$ cat src/rtl/rr_mux_reg.sv
// Registered N-to-1 channel mux with valid/ready handshakes.
// Round-robin or forced select feeds a single output register.
module rr_mux_reg #(
  parameter int WIDTH    = 32,
  parameter int CHANNELS = 4,
  parameter int SEL_W    = 2
) (
  input  logic                      clk,
  input  logic                      rst_n,
  input  logic                      mode,
  input  logic [SEL_W-1:0]          force_sel,
  input  logic [CHANNELS-1:0]       in_valid,
  input  logic [CHANNELS*WIDTH-1:0] in_data,
  output logic [CHANNELS-1:0]       in_ready,
  output logic                      out_valid,
  output logic [WIDTH-1:0]          out_data,
  output logic [SEL_W-1:0]          out_sel,
  input  logic                      out_ready
);

  localparam logic [SEL_W:0]   NCH  = (SEL_W+1)'(CHANNELS);
  localparam logic [SEL_W-1:0] LAST = SEL_W'(CHANNELS-1);

  logic                  out_valid_q;
  logic [WIDTH-1:0]      out_data_q;
  logic [SEL_W-1:0]      out_sel_q;
  logic [SEL_W-1:0]      rr_ptr_q;
  logic [SEL_W-1:0]      rr_ptr_d;

  logic                  load;
  logic                  xfer;
  logic                  gnt_vld;
  logic [SEL_W-1:0]      gnt_idx;
  logic [SEL_W-1:0]      off;
  logic [SEL_W:0]        sum;
  logic [2*CHANNELS-1:0] dbl;
  logic [CHANNELS-1:0]   rot;
  logic [WIDTH-1:0]      gnt_data;

  assign load = !out_valid_q || out_ready;

  always_comb begin
    gnt_vld = 1'b0;
    gnt_idx = '0;
    off     = '0;
    sum     = '0;
    dbl     = {in_valid, in_valid} >> rr_ptr_q;
    rot     = dbl[CHANNELS-1:0];
    if (mode) begin
      for (int i = 0; i < CHANNELS; i++) begin
        if (force_sel == SEL_W'(i) && in_valid[i]) begin
          gnt_vld = 1'b1;
          gnt_idx = SEL_W'(i);
        end
      end
    end else begin
      // rot[k] is channel (rr_ptr+k) mod CHANNELS; lowest k wins
      for (int i = CHANNELS-1; i >= 0; i--) begin
        if (rot[i]) begin
          gnt_vld = 1'b1;
          off     = SEL_W'(i);
        end
      end
      sum = {1'b0, rr_ptr_q} + {1'b0, off};
      if (sum >= NCH) sum = sum - NCH;
      gnt_idx = sum[SEL_W-1:0];
    end
  end

  assign xfer = rst_n && load && gnt_vld;

  always_comb begin
    in_ready = '0;
    gnt_data = '0;
    for (int i = 0; i < CHANNELS; i++) begin
      if (gnt_idx == SEL_W'(i)) begin
        in_ready[i] = xfer;
        gnt_data    = in_data[i*WIDTH +: WIDTH];
      end
    end
  end

  assign rr_ptr_d = (gnt_idx == LAST) ? '0 : gnt_idx + 1'b1;

  always_ff @(posedge clk or negedge rst_n) begin
    if (!rst_n) begin
      out_valid_q <= 1'b0;
      out_data_q  <= '0;
      out_sel_q   <= '0;
      rr_ptr_q    <= '0;
    end else begin
      if (load) begin
        if (xfer) begin
          out_valid_q <= 1'b1;
          out_data_q  <= gnt_data;
          out_sel_q   <= gnt_idx;
        end else begin
          out_valid_q <= 1'b0;
        end
      end
      if (xfer && !mode) rr_ptr_q <= rr_ptr_d;
    end
  end

  assign out_valid = out_valid_q;
  assign out_data  = out_data_q;
  assign out_sel   = out_sel_q;

endmodule

$ cat config.mk
export PLATFORM = sky130hd
export DESIGN_NAME = rr_mux_reg
export DESIGN_NICKNAME = d
export VERILOG_FILES = /design/src/rtl/rr_mux_reg.sv
export SDC_FILE = /design/constraint.sdc
export NUM_CORES = 1
export LEC_CHECK = 0
export CAP_MARGIN = 20
export CORE_ASPECT_RATIO = 0.6
export CORE_MARGIN = 10
export CORE_UTILIZATION = 50
export CTS_CLUSTER_SIZE = 14
export DETAILED_ROUTE_END_ITERATION = 16
export DONT_BUFFER_PORTS = 1
export PLACE_DENSITY_LB_ADDON = 0.3
export SLEW_MARGIN = 20
export SYNTH_ARGS = -nofsm -noshare
export SYNTH_HDL_FRONTEND = slang
export SYNTH_SLANG_ARGS = --single-unit
$ cat constraint.sdc
create_clock -name clk -period 6.4 [get_ports clk]
set_input_delay 0 -clock clk [delete_from_list [all_inputs] [get_ports clk]]
set_output_delay 0 -clock clk [all_outputs]
set_load 0.02 [all_outputs]
== Word-level counts from Yosys, hierarchy flattened ==
Index checks and enable logic that the tools add are counted.

* Add/subtract/negate cells: 3
* Magnitude comparators: 1
* Equal/unequal tests: 6
* Shift-type cells: 1
* Muxes and demuxes: 29
* Reduce and logical (&&, ||, !) cells: 13

{| class="wikitable"
|+ Operators by type and width
! cell !! count
|-
| 32-bit 2-to-1 mux || 4
|-
| 2-bit 2-to-1 mux || 10
|-
| 1-bit 2-to-1 mux || 15
|-
| 2-bit equality test, second input constant || 4
|-
| 8-bit by 2-bit right shift with 4-bit output || 1
|-
| 1-bit logical AND || 7
|-
| 2-bit by 1-bit equality test with 1-bit output, second input constant || 2
|-
| 2-bit logical NOT || 2
|-
| 2-bit by 2-bit adder with 3-bit output || 1
|-
| 3-bit greater-or-equal comparator, second input constant || 1
|-
| 2-bit by 1-bit adder with 2-bit output, second input constant || 1
|-
| 1-bit logical NOT || 2
|-
| 2-bit AND reduction || 1
|-
| 2-bit by 1-bit subtractor with 2-bit output, second input constant || 1
|-
| 1-bit logical OR || 1
|}

* Flip-flop bits (word level): 37
* Bits of input ports: 138
* Output and inout bits: 39

== Depth between registers and ports, before layout ==
Gate-level depths: netlist (run 1).

* Word-level depth: 15
* Gate-level depth with buffers: 20

== Worst setup path before layout (run 1) ==
No wires, ideal clock.

* Path type: register -> register
* From: register rr_ptr_q[1]
* To: register out_data_q[19], in the netlist out_data[19]
* Setup time: 0.077 ns
* Arrival: 3.204 ns
* Required time: 6.323 ns
* Setup slack: 3.118 ns
* Stages on the path, launching flop included: 21
* Buffers on the path: 3
* Period minus slack after synthesis: 3.282 ns
* Cell sequence: dfrtp_1 -> clkbuf_1 -> nand2b_1 -> a21oi_1 -> nor2_1 -> a21oi_1 -> a21oi_1 -> ha_1 -> xnor2_1 -> nor3_1 -> a32oi_1 -> o41ai_1 -> or2_1 -> ha_1 -> clkbuf_1 -> nor2b_1 -> clkbuf_1 -> a221oi_1 -> nor3_1 -> a21oi_1 -> a21oi_1

* Word-level cells in the longest chain between the ends: 15
* Elaborated cells between the ends (all ways): 26
* Classes of those cells: add/sub (2); order compare (1); eq/ne (3); shift (1); mux (16); reduce/logical (3)

{| class="wikitable"
|+ Ends and longest elaborated chain
! element !! line !! RTL
|-
| from (decl) || 27 || <nowiki>logic [SEL_W-1:0] rr_ptr_q;</nowiki>
|-
| from (signal assigned) || 101 || <nowiki>if (xfer && !mode) rr_ptr_q <= rr_ptr_d;</nowiki>
|-
| 8-bit by 2-bit right shift with 4-bit output || 47 || <nowiki>dbl = {in_valid, in_valid} >> rr_ptr_q;</nowiki>
|-
| 2-bit 2-to-1 mux (4 in series) || 59 || <nowiki>if (rot[i]) begin</nowiki>
|-
| 2-bit 2-to-1 mux || 49 || <nowiki>if (mode) begin</nowiki>
|-
| 2-bit by 2-bit adder with 3-bit output || 64 || <nowiki>sum = {1'b0, rr_ptr_q} + {1'b0, off};</nowiki>
|-
| 3-bit greater-or-equal comparator or 2-bit by 1-bit subtractor with 2-bit output (tied branches) || 65 || <nowiki>if (sum >= NCH) sum = sum - NCH;</nowiki>
|-
| 2-bit 2-to-1 mux || 65 ||
|-
| 2-bit 2-to-1 mux || 49 ||
|-
| 2-bit logical NOT || 76 || <nowiki>if (gnt_idx == SEL_W'(i)) begin</nowiki>
|-
| 32-bit 2-to-1 mux (4 in series) || 76 ||
|-
| to (signal assigned) || 95 || <nowiki>out_data_q <= gnt_data;</nowiki>
|-
| to (decl) || 25 || <nowiki>logic [WIDTH-1:0] out_data_q;</nowiki>
|}

Parallel ways exist; a longest one is shown, timed or not. The select of a mux whose other input is x is not followed.
A chain may end at the register's enable or synchronous reset.

== Worst setup path after layout (run 1) ==
* From: register rr_ptr_q[1]
* To: register out_data_q[17], in the netlist out_data[17]

The elaborated chain is that of the path after synthesis.

==> results of run 1 <==
==> logic make-up (layout without fill, tap and decap cells) <==
logic type,count (synthesis),in the layout,synth area share
AO/OA/AOI/OAI,113,113,0.2752
XOR/XNOR,2,2,0.006726
adder cells (fa/ha/maj),5,5,0.02402
buffers and inverters,35,51,0.06292
flip-flops,37,37,0.3554
multiplexers,7,7,0.02978
AND/OR/NAND/NOR,127,127,0.2459
==> per-layer routing <==
metal  share of wire  wire length (µm)  track usage  up-vias
met5               0                 0            0        -
met4           0.012               109      0.04040        0
met3            0.12              1093      0.08412       14
met2            0.47              4261       0.3383      166
met1            0.39              3560       0.2244     1176
li1                -                 -            -     1211
==> critical path, stage by stage (launching register included) <==
cell      delay, ps
dfrtp_1         450
nand2b_1        200
a21oi_1         160
nor2_1           50
a21oi_1         130
a21oi_1          80
ha_1            220
xor2_1          160
o41ai_1         490
or2_1           190
ha_1            180
nor2b_2         650
buf_4           350
a221oi_1        110
nor3_1          190
a21oi_1          60
a21oi_1         210
==> registers in the layout (all words and copies together) (netlist names) <==
register / flops
out_sel: 2
out_valid: 1
out_data: 32
rr_ptr_q: 2
==> cells in the final DEF (no fill, tap or decap), types with 2 or more instances in the layout <==
cell and instances:
mux2_2 5, nor3_1 33, a221oi_1 31, dfrtp_1 37
clkbuf_8 5, nand2_1 6, nand2b_1 4, o21a_1 2
buf_4 3, inv_1 3, a21oi_1 72, nor2b_1 36
dlygate4sd3_1 36, ha_1 3, o211ai_2 2, nor2_1 40
and2_1 4, clkinv_2 2
==> final timing paths <==
kind,startpoint,endpoint,slack (ps),cells past startpoint
setup / recovery,rr_ptr_q[1]$_DFFE_PN0P_,out_data[17]$_DFFE_PN0P_,2420,16
hold / removal,in_data[94],out_data[30]$_DFFE_PN0P_,40,3
setup reg to reg,rr_ptr_q[1]$_DFFE_PN0P_,out_data[17]$_DFFE_PN0P_,2420,16
hold reg to reg,rr_ptr_q[1]$_DFFE_PN0P_,rr_ptr_q[1]$_DFFE_PN0P_,650,1
max in group asynchronous,rst_n,out_data[26]$_DFFE_PN0P_,6040,2
min in group asynchronous,rst_n,out_valid$_DFFE_PN0N_,160,2
==> area by class of cell <==
| type | count | area share |
|---|---|---|
| timing repair buffer | 40 | 0.1323 |
| inverter | 3 | 0.003698 |
| clock buffer | 6 | 0.02383 |
| tap | 66 | 0.02712 |
| multi-input combinational | 254 | 0.5058 |
| sequential | 37 | 0.3040 |
| clock inverter | 2 | 0.003287 |
==> stage by stage <==
step	utilization	power (W)	hold WS (ps)	cell area [µm²]
5_1_grt	0.6025	0.001793	46.99	3045
3_5_place_dp	0.5089	0.001437	-294.3	2572
4_1_cts	0.6005	0.001621	25.23	3035
3_3_place_gp	0.5089	0.001401	-294.2	2572
6_report	0.6025	0.001632	38.53	3045
2_1_floorplan	-	0.001266	-295.6	2605
==> power groups by stage <==
stage | Sequential [W] | Clock, W | Combinational [W]
3_3_place_gp | 0.000600 | 0 | 0.000801
6_report | 0.000595 | 0.000154 | 0.000883
5_1_grt | 0.000610 | 0.000171 | 0.00101
3_5_place_dp | 0.000602 | 0 | 0.000834
4_1_cts | 0.000599 | 0.000159 | 0.000862
2_1_floorplan | 0.000550 | 0 | 0.000716
==> repair_timing <==
item,4_1_cts,5_1_grt
resized for setup,0,0
endpoints found under the hold margin,73,0
hold buffers,37,0
setup endpoints to repair,0,0
==> qor.csv, run 1 <==
metric,value,unit
status,"finished, final reports clean",
syn_nets,469,
final_layout_size_suffix_gt1_frac,0.06433,
multi_input_area,1540,µm²
pin_count,177,
hp-class,in -> reg,
fin_tns_setup,0,ps
clkPwrFrac,0.094,
worst_slew_pin_slew,1001,ps
net-switching-power,0.0008242,W
synthCells,326,
critPathLaunchType,flip-flop,
synth-seq-cells,37,
fin_skew,6.350,ps
cts_buffers,5,
via_count,2567,
finalHoldViolCount,0,
die_x,113.2,µm
wire_per_inst,22.12,µm
cp_max_fo,17,
diodes,0,
power.static_leakage,1.152,nW
dp_slack,2481,ps
setup-violations-final,0,
p_int,0.0008074,W
synth.area.top_cells,"dfrtp_1 (36%), a21oi_1 (14%), a221oi_1 (10%)",
drt_pass1_iterations,4,
core-area,5055,µm²
syn_to_final_growth,16.91,%
clock_path_buffers,2,
row_count,20,
timing.final.crit_share,0.6226,
period_needed,3984,ps
synth_area,2605,µm²
synth_cell_types,30,
end_kind,flip-flop,
yosysTopAreaCellShare,0.3554,
grt_pass1_wl,14200,µm
peakVddDrop,0.2827,mV
drt_iter0_drc,245,
syn-mean-instance-area,7.991,µm²
fillers,448,
first_global_vias,2578,
wirelength,9026,µm
route.detailed.drc,0,
dieArea,8592,µm²
grt_setup_unrepaired,no,
cts_tree,done,
gp_congestion,0.8077,
power_density,535.8,nW/µm²
criticalPathCategory,reg -> reg,
fin_cells,408,
cts-root-buf,clkbuf_8,
yosysSeqAreaShare,0.3554,
regArea,925.9,µm²
initial_core_util,0.5153,
seqPwrFrac,0.365,
synth_commonest_cells,"a21oi_1 (72), nor2_1 (40), dfrtp_1 (37), nor2b_1 (37), nor3_1 (33)",
ys.flop_type,dfrtp_1,
setup_slack,2416,ps
swShare,0.5051,
max_slew_margin,0.3328,
fin_nets,484,
final_antenna_net_count,0,
htree_levels,2,
synth_edf_count,0,
postCtsSetupRepairBufs,0,
die_y,75.91,µm
worstPathArrival,4180,ps
dp_hpwl,6579,µm
path_clk_slew,70,ps
required,6590,ps
grt_overflow,0,
max_freq,0.2510,GHz
p_comb_frac,0.541,
portBuffers,0,
cap_violations,0,
grt_start_max_net_pins,66,
yosysMostFrequentCell,a21oi_1,
final_max_slew_viol_count,0,
clk_latency,280,ps
antenna_found_initial,0,
viasPerCell,6.292,
ys_warn_count,0,
synth_top_area_cell,dfrtp_1,
cts_sinks,37,
grt.total_usage,0.1979,
dp.cells,363,
ys_async_sr_fraction,1.000,
Note: power is estimated with default switching activity, not from simulation.
==> run 2: changes to the inputs <==
Clock period 6.4 ns to 3.3 ns, I/O delays scaled along.
==> run 2 against run 1 <==
  * Critical path depth rose by 1
  * Non-clock buffer count rose by 12
  * Final cell count rose by 2.9%
  * First-iteration DRC count rose by 27%
  * Critical path type unchanged
  * Global-route usage rose by 0.082 points
  * Hold slack got worse by 2.8 ps
  * Clock skew rose by 3.2 ps
==> qor.csv, run 2 (same netlist as run 1, synthesis figures left out) <==
metric,value,unit,change
end_kind,flip-flop,,
grt.total_usage,0.1987,,+0.0008157
grt_overflow,0,,unchanged
fin_skew,9.551,ps,+3.201 ps
hp-class,in -> reg,,
worstPathArrival,3450,ps,-730 ps
fin_util,0.7007,,+0.09827
wire_per_inst,23.06,µm,+4.2%
layout_commonest_cell,a21oi_1,,
final_max_slew_viol_count,0,,unchanged
first_global_vias,2627,,+1.9%
drt_pass1_iterations,4,,unchanged
cts_buffers,5,,unchanged
r2r_slack,70,ps,-2340 ps
max_freq,0.3098,GHz,+23%
dp_hpwl,6687,µm,+1.6%
via_count,2606,,+1.5%
htree_levels,2,,unchanged
fillers,369,,-18%
portBuffers,0,,unchanged
syn_to_final_growth,35.98,%,
peakVddDrop,0.5605,mV,+98%
cts_sinks,37,,unchanged
final_layout_size_suffix_gt1_frac,0.2034,,+0.1391
largest_register_ff_count,32,,unchanged
dpl_cell_area,2675,µm²,+4.0%
finalHoldViolCount,0,,unchanged
max_slew_margin,0.4537,,+0.1209
timing.final.crit_share,0.9783,,+0.3557
path_clk_slew,80,ps,about the same
grt_setup_unrepaired,yes,,
grt_pass1_wl,14250,µm,+0.34%
period_needed,3228,ps,-756.1 ps
wirelength,9686,µm,+7.3%
power.static_leakage,1.337,nW,+16%
setup-violations-final,0,,unchanged
diodes,0,,unchanged
row_count,20,,unchanged
regArea,925.9,µm²,unchanged
grt_start_max_net_pins,41,,-38%
criticalPathCategory,reg -> reg,,
final_cell_mix,"a21oi_1 (68), nor2_1 (40), dfrtp_1 (37)",,
design_area,3542,µm²,+16%
critical_path.slowest_cell,dfrtp_1,,
worst_slew_pin_slew,817.6,ps,-183.2 ps
multi_input_area,1836,µm²,+19%
die_y,75.91,µm,unchanged
max_stage_delay,390,ps,-260 ps
critPathLaunchType,flip-flop,,
crit_chain,"nand2b_4, a21oi_2, o22ai_1, nor2_1, a21oi_2, ha_4, xor2_2, nor3_1, mux2_2, or2_1, ha_2, buf_4, nand3b_1, a21oi_1, a21oi_1, o211ai_2, o21a_1",,
dieArea,8592,µm²,unchanged
cts-root-buf,clkbuf_8,,
final_antenna_net_count,0,,unchanged
fin_nets,496,,+2.5%
cp_max_fo,19,,+2
clk_latency,290,ps,about the same
core-area,5055,µm²,unchanged
route.detailed.drc,0,,unchanged
cap_violations,0,,unchanged
required,3520,ps,-3070 ps
antenna_found_initial,0,,unchanged
status,"finished, final reports clean",,
viasPerCell,6.205,,-1.4%
pin_count,177,,unchanged
power_density,1098,nW/µm²,+100%
die_x,113.2,µm,unchanged
cts_tree,done,,
gp_congestion,0.7937,,-1.7%
initial_core_util,0.5153,,unchanged
drt_iter0_drc,312,,+27%
clock_path_buffers,2,,unchanged
-- run 2: repair_timing --
item | CTS | global route
setup buffers | 1 | 3
hold buffers | 36 | 0
pin swaps | 2 | 13
hold endpoints to repair | 71 | 0
endpoints found under the setup margin | 14 | 34
resized for setup | 9 | 44
cloned | 0 | 2
-- run 2: routing by layer --
layer / GRT usage / wire, µm / up-vias / part of all wire
met2: 0.3343 / 4764 / 145 / 0.49
met1: 0.2188 / 3523 / 1219 / 0.36
met3: 0.09827 / 1297 / 8 / 0.13
li1: - / - / 1234 / -
met5: 0 / 0 / - / 0
met4: 0.04798 / 102 / 0 / 0.011
-- run 2: worst paths after layout --
check	start	end	cells past startpoint
worst max-delay path	rr_ptr_q[1]$_DFFE_PN0P_	out_data[30]$_DFFE_PN0P_	17
worst min-delay path	rst_n	rr_ptr_q[0]$_DFFE_PN0P_	4
worst max register to register	rr_ptr_q[1]$_DFFE_PN0P_	out_data[30]$_DFFE_PN0P_	17
worst min register to register	out_data[30]$_DFFE_PN0P_	out_data[30]$_DFFE_PN0P_	1
max in group asynchronous	rst_n	out_data[8]$_DFFE_PN0P_	2
min in group asynchronous	rst_n	out_valid$_DFFE_PN0N_	2
-- run 2: layout make-up --
cell class,instances,area share
multi-input cells,254,0.5182
flip-flops and latches,37,0.2614
repair buffers,52,0.1706
well taps,66,0.02331
clock buffers,6,0.02049
inverters,3,0.003179
clock inverters,2,0.002826
-- run 2: stage by stage --
step | worst slack (ps) | hold WS (ps) | TNS [ps] | instances | power [W]
finish | 71.64 | 35.74 | 0 | 420 | 0.003888
global route | -138.1 | 47.02 | -3029 | 420 | 0.004188
CTS | -5.277 | 32.16 | -5.277 | 415 | 0.003340
detailed placement | -130.7 | -294.3 | -194.1 | 370 | 0.002904
global placement | 93.14 | -294.2 | 0 | 370 | 0.002842
floorplan | 18.19 | -295.6 | 0 | 326 | 0.002454
-- run 2: power breakdown --
group	total (W)	internal [W]	leakage [nW]	switching, W
Combinational	0.00244	0.00119	0.871	0.00125
Sequential	0.00114	0.000676	0.421	0.000467
Clock	0.000304	0.000146	0.0450	0.000157
Total	0.00389	0.00201	1.34	0.00188
-- run 2: critical path, delay by kind of cell (launching register included) --
family / cells / cell delay (ps)
XOR/XNOR: 1 / 210
adder cells (fa/ha/maj): 2 / 410
flip-flops: 1 / 390
AO/OA/AOI/OAI: 7 / 860
AND/OR/NAND/NOR: 5 / 760
buffers and inverters: 1 / 230
multiplexers: 1 / 290
==> run 3: changes to the inputs <==
Settings changed: PLACE_DENSITY set to 0.74, PLACE_DENSITY_LB_ADDON 0.3 to unset.
==> run 3 against run 2 <==
  * Global-route usage grew 0.12 points
  * Final cell count fell by 0.24%
  * Die area did not move
  * Final area shrank 1.5%
  * Clock power rose by 4%
  * Largest power group unchanged
  * Sequential share of layout area rose by 0.40 points
==> qor.csv, run 3 (same netlist as run 1, synthesis figures left out) <==
metric,value,unit,change
fin_nets,496,,unchanged
wire_per_inst,23.07,µm,about the same
period_needed,3232,ps,+3.290 ps
largest_register_ff_count,32,,unchanged
p_comb_frac,0.610,,-0.018
gp_congestion,0.8379,,+5.6%
dp_slack,-181.3,ps,-50.57 ps
swShare,0.4835,,+0.001145
wirelength,9668,µm,-0.19%
layout_commonest_cell,a21oi_1,,
grt_pass1_wl,14370,µm,+0.87%
cts_tree,done,,
clkPwrFrac,0.084,,+0.006
route.detailed.drc,0,,unchanged
hp-class,in -> reg,,
power_density,1078,nW/µm²,-1.8%
syn_to_final_growth,33.91,%,
fin_skew,13.75,ps,+4.202 ps
cts_sinks,37,,unchanged
path_clk_slew,80,ps,about the same
cts-root-buf,clkbuf_8,,
grt_start_max_net_pins,51,,+24%
required,3490,ps,-30 ps
max_slew_margin,0.7805,,+0.3268
worst_slew_pin_slew,329.2,ps,-488.4 ps
pin_count,177,,unchanged
criticalPathCategory,reg -> reg,,
peakVddDrop,0.5668,mV,+1.1%
status,"finished, final reports clean",,
fin_cells,419,,-0.24%
drt_iter0_drc,207,,-34%
critPathLaunchType,flip-flop,,
worstPathArrival,3430,ps,-20 ps
max_freq,0.3094,GHz,-0.10%
dieArea,8592,µm²,unchanged
initial_core_util,0.5153,,unchanged
power.static_leakage,1.327,nW,-0.72%
final_max_slew_viol_count,0,,unchanged
grt.total_usage,0.1999,,+0.001174
final_antenna_net_count,0,,unchanged
cp_max_fo,15,,-4
via_count,2595,,-0.42%
setup_slack,68.35,ps,-3.290 ps
finalHoldViolCount,0,,unchanged
clk_latency,280,ps,about the same
portBuffers,0,,unchanged
row_count,20,,unchanged
core-area,5055,µm²,unchanged
first_global_vias,2690,,+2.4%
final_layout_size_suffix_gt1_frac,0.2266,,+0.02324
antenna_found_initial,0,,unchanged
grt_overflow,0,,unchanged
dp_hpwl,6676,µm,-0.17%
clock_path_buffers,2,,unchanged
dp.cells,373,,+0.81%
cap_violations,0,,unchanged
diodes,0,,unchanged
die_x,113.2,µm,unchanged
seqPwrFrac,0.306,,+0.012
timing.final.crit_share,0.9793,,+0.0009969
final_cell_mix,"a21oi_1 (67), nor2_1 (39), dfrtp_1 (37)",,
die_y,75.91,µm,unchanged
net-switching-power,0.001818,W,-3.1%
cts_buffers,5,,unchanged
p_int,0.001942,W,-3.5%
htree_levels,2,,unchanged
drt_pass1_iterations,4,,unchanged
end_kind,flip-flop,,
viasPerCell,6.193,,-0.18%
setup-violations-final,0,,unchanged
==> run 3: changes by cell type in the layout (fill, tap and decap cells not counted), moves of 2 or more <==
cell / before / now
a221oi_2: 15 / 24
a221oi_1: 10 / 5
a221oi_4: 6 / 2
buf_4: 7 / 9
clkbuf_16: 2 / 0
clkinv_2: 2 / 0
nor2b_1: 36 / 34
nor2b_2: 0 / 2
==> run 3: final timing paths <==
| kind | end | cells after the start | slack [ps] | start |
|---|---|---|---|---|
| worst max-delay path | out_data[27]$_DFFE_PN0P_ | 18 | 70 | rr_ptr_q[1]$_DFFE_PN0P_ |
| worst min-delay path | out_sel[1]$_DFFE_PN0P_ | 4 | 30 | mode |
| max in group asynchronous | out_data[31]$_DFFE_PN0P_ | 2 | 2930 | rst_n |
| min in group asynchronous | out_valid$_DFFE_PN0N_ | 2 | 160 | rst_n |
| worst min register to register | out_data[30]$_DFFE_PN0P_ | 1 | 660 | out_data[30]$_DFFE_PN0P_ |
| worst max register to register | out_data[27]$_DFFE_PN0P_ | 18 | 70 | rr_ptr_q[1]$_DFFE_PN0P_ |
==> run 3: area by class of cell <==
cell class	count	area (µm²)
timing repair buffer	52	560.5
fill	384	1567
multi-input combinational	254	1822
clock buffer	7	86.33
tap	66	82.58
sequential	37	925.9
inverter	3	11.26
==> run 3: through the flow <==
stage          total power [W]  hold slack (ps)  setup TNS, ps  cell area [µm²]  utilization
2_1_floorplan         0.002454           -295.6              0             2605            -
3_3_place_gp          0.002833           -294.2         -59.54             2673       0.5287
3_5_place_dp          0.002891           -294.4          -2744             2673       0.5287
4_1_cts               0.003292            29.25              0             3146       0.6223
5_1_grt               0.004065            39.35          -1205             3488       0.6901
6_report              0.003760            29.60              0             3488       0.6901
==> run 3: critical path, stage by stage (launching register included) <==
cell and delay (ps):
dfrtp_1 420, nand2b_4 150, a21oi_2 120, o22ai_1 80
nor2_1 180, a21oi_2 70, ha_4 200, xnor2_2 160
nor3_1 60, a32oi_1 200, o41ai_2 120, or2_1 270
ha_2 220, nor2b_4 190, buf_12 180, a221oi_2 70
nor3_1 180, a21oi_1 80, a21oi_2 170
==> run 3: power groups by stage <==
stage	Clock (W)	Sequential (W)	Combinational, W
after floorplan	0	0.00107	0.00139
after detailed placement	0	0.00115	0.00174
final	0.000315	0.00115	0.00229
after CTS	0.000328	0.00115	0.00182
after global placement	0	0.00115	0.00168
after global routing	0.000347	0.00118	0.00254
==> run 3: what timing repair did <==
action,in CTS,in global routing
resized for setup,2,60
setup buffers,1,2
hold buffers,36,0
endpoints found under the setup margin,23,35
hold endpoints to repair,72,0
cloned,0,0
pin swaps,0,9
==> run 3: per-layer routing <==
layer | routed length (µm) | vias to the layer above | track usage
met2 | 4765 | 144 | 0.3383
met3 | 1109 | 4 | 0.09513
met5 | 0 | - | 0
li1 | - | 1242 | -
met4 | 41 | 0 | 0.03157
met1 | 3751 | 1205 | 0.2269
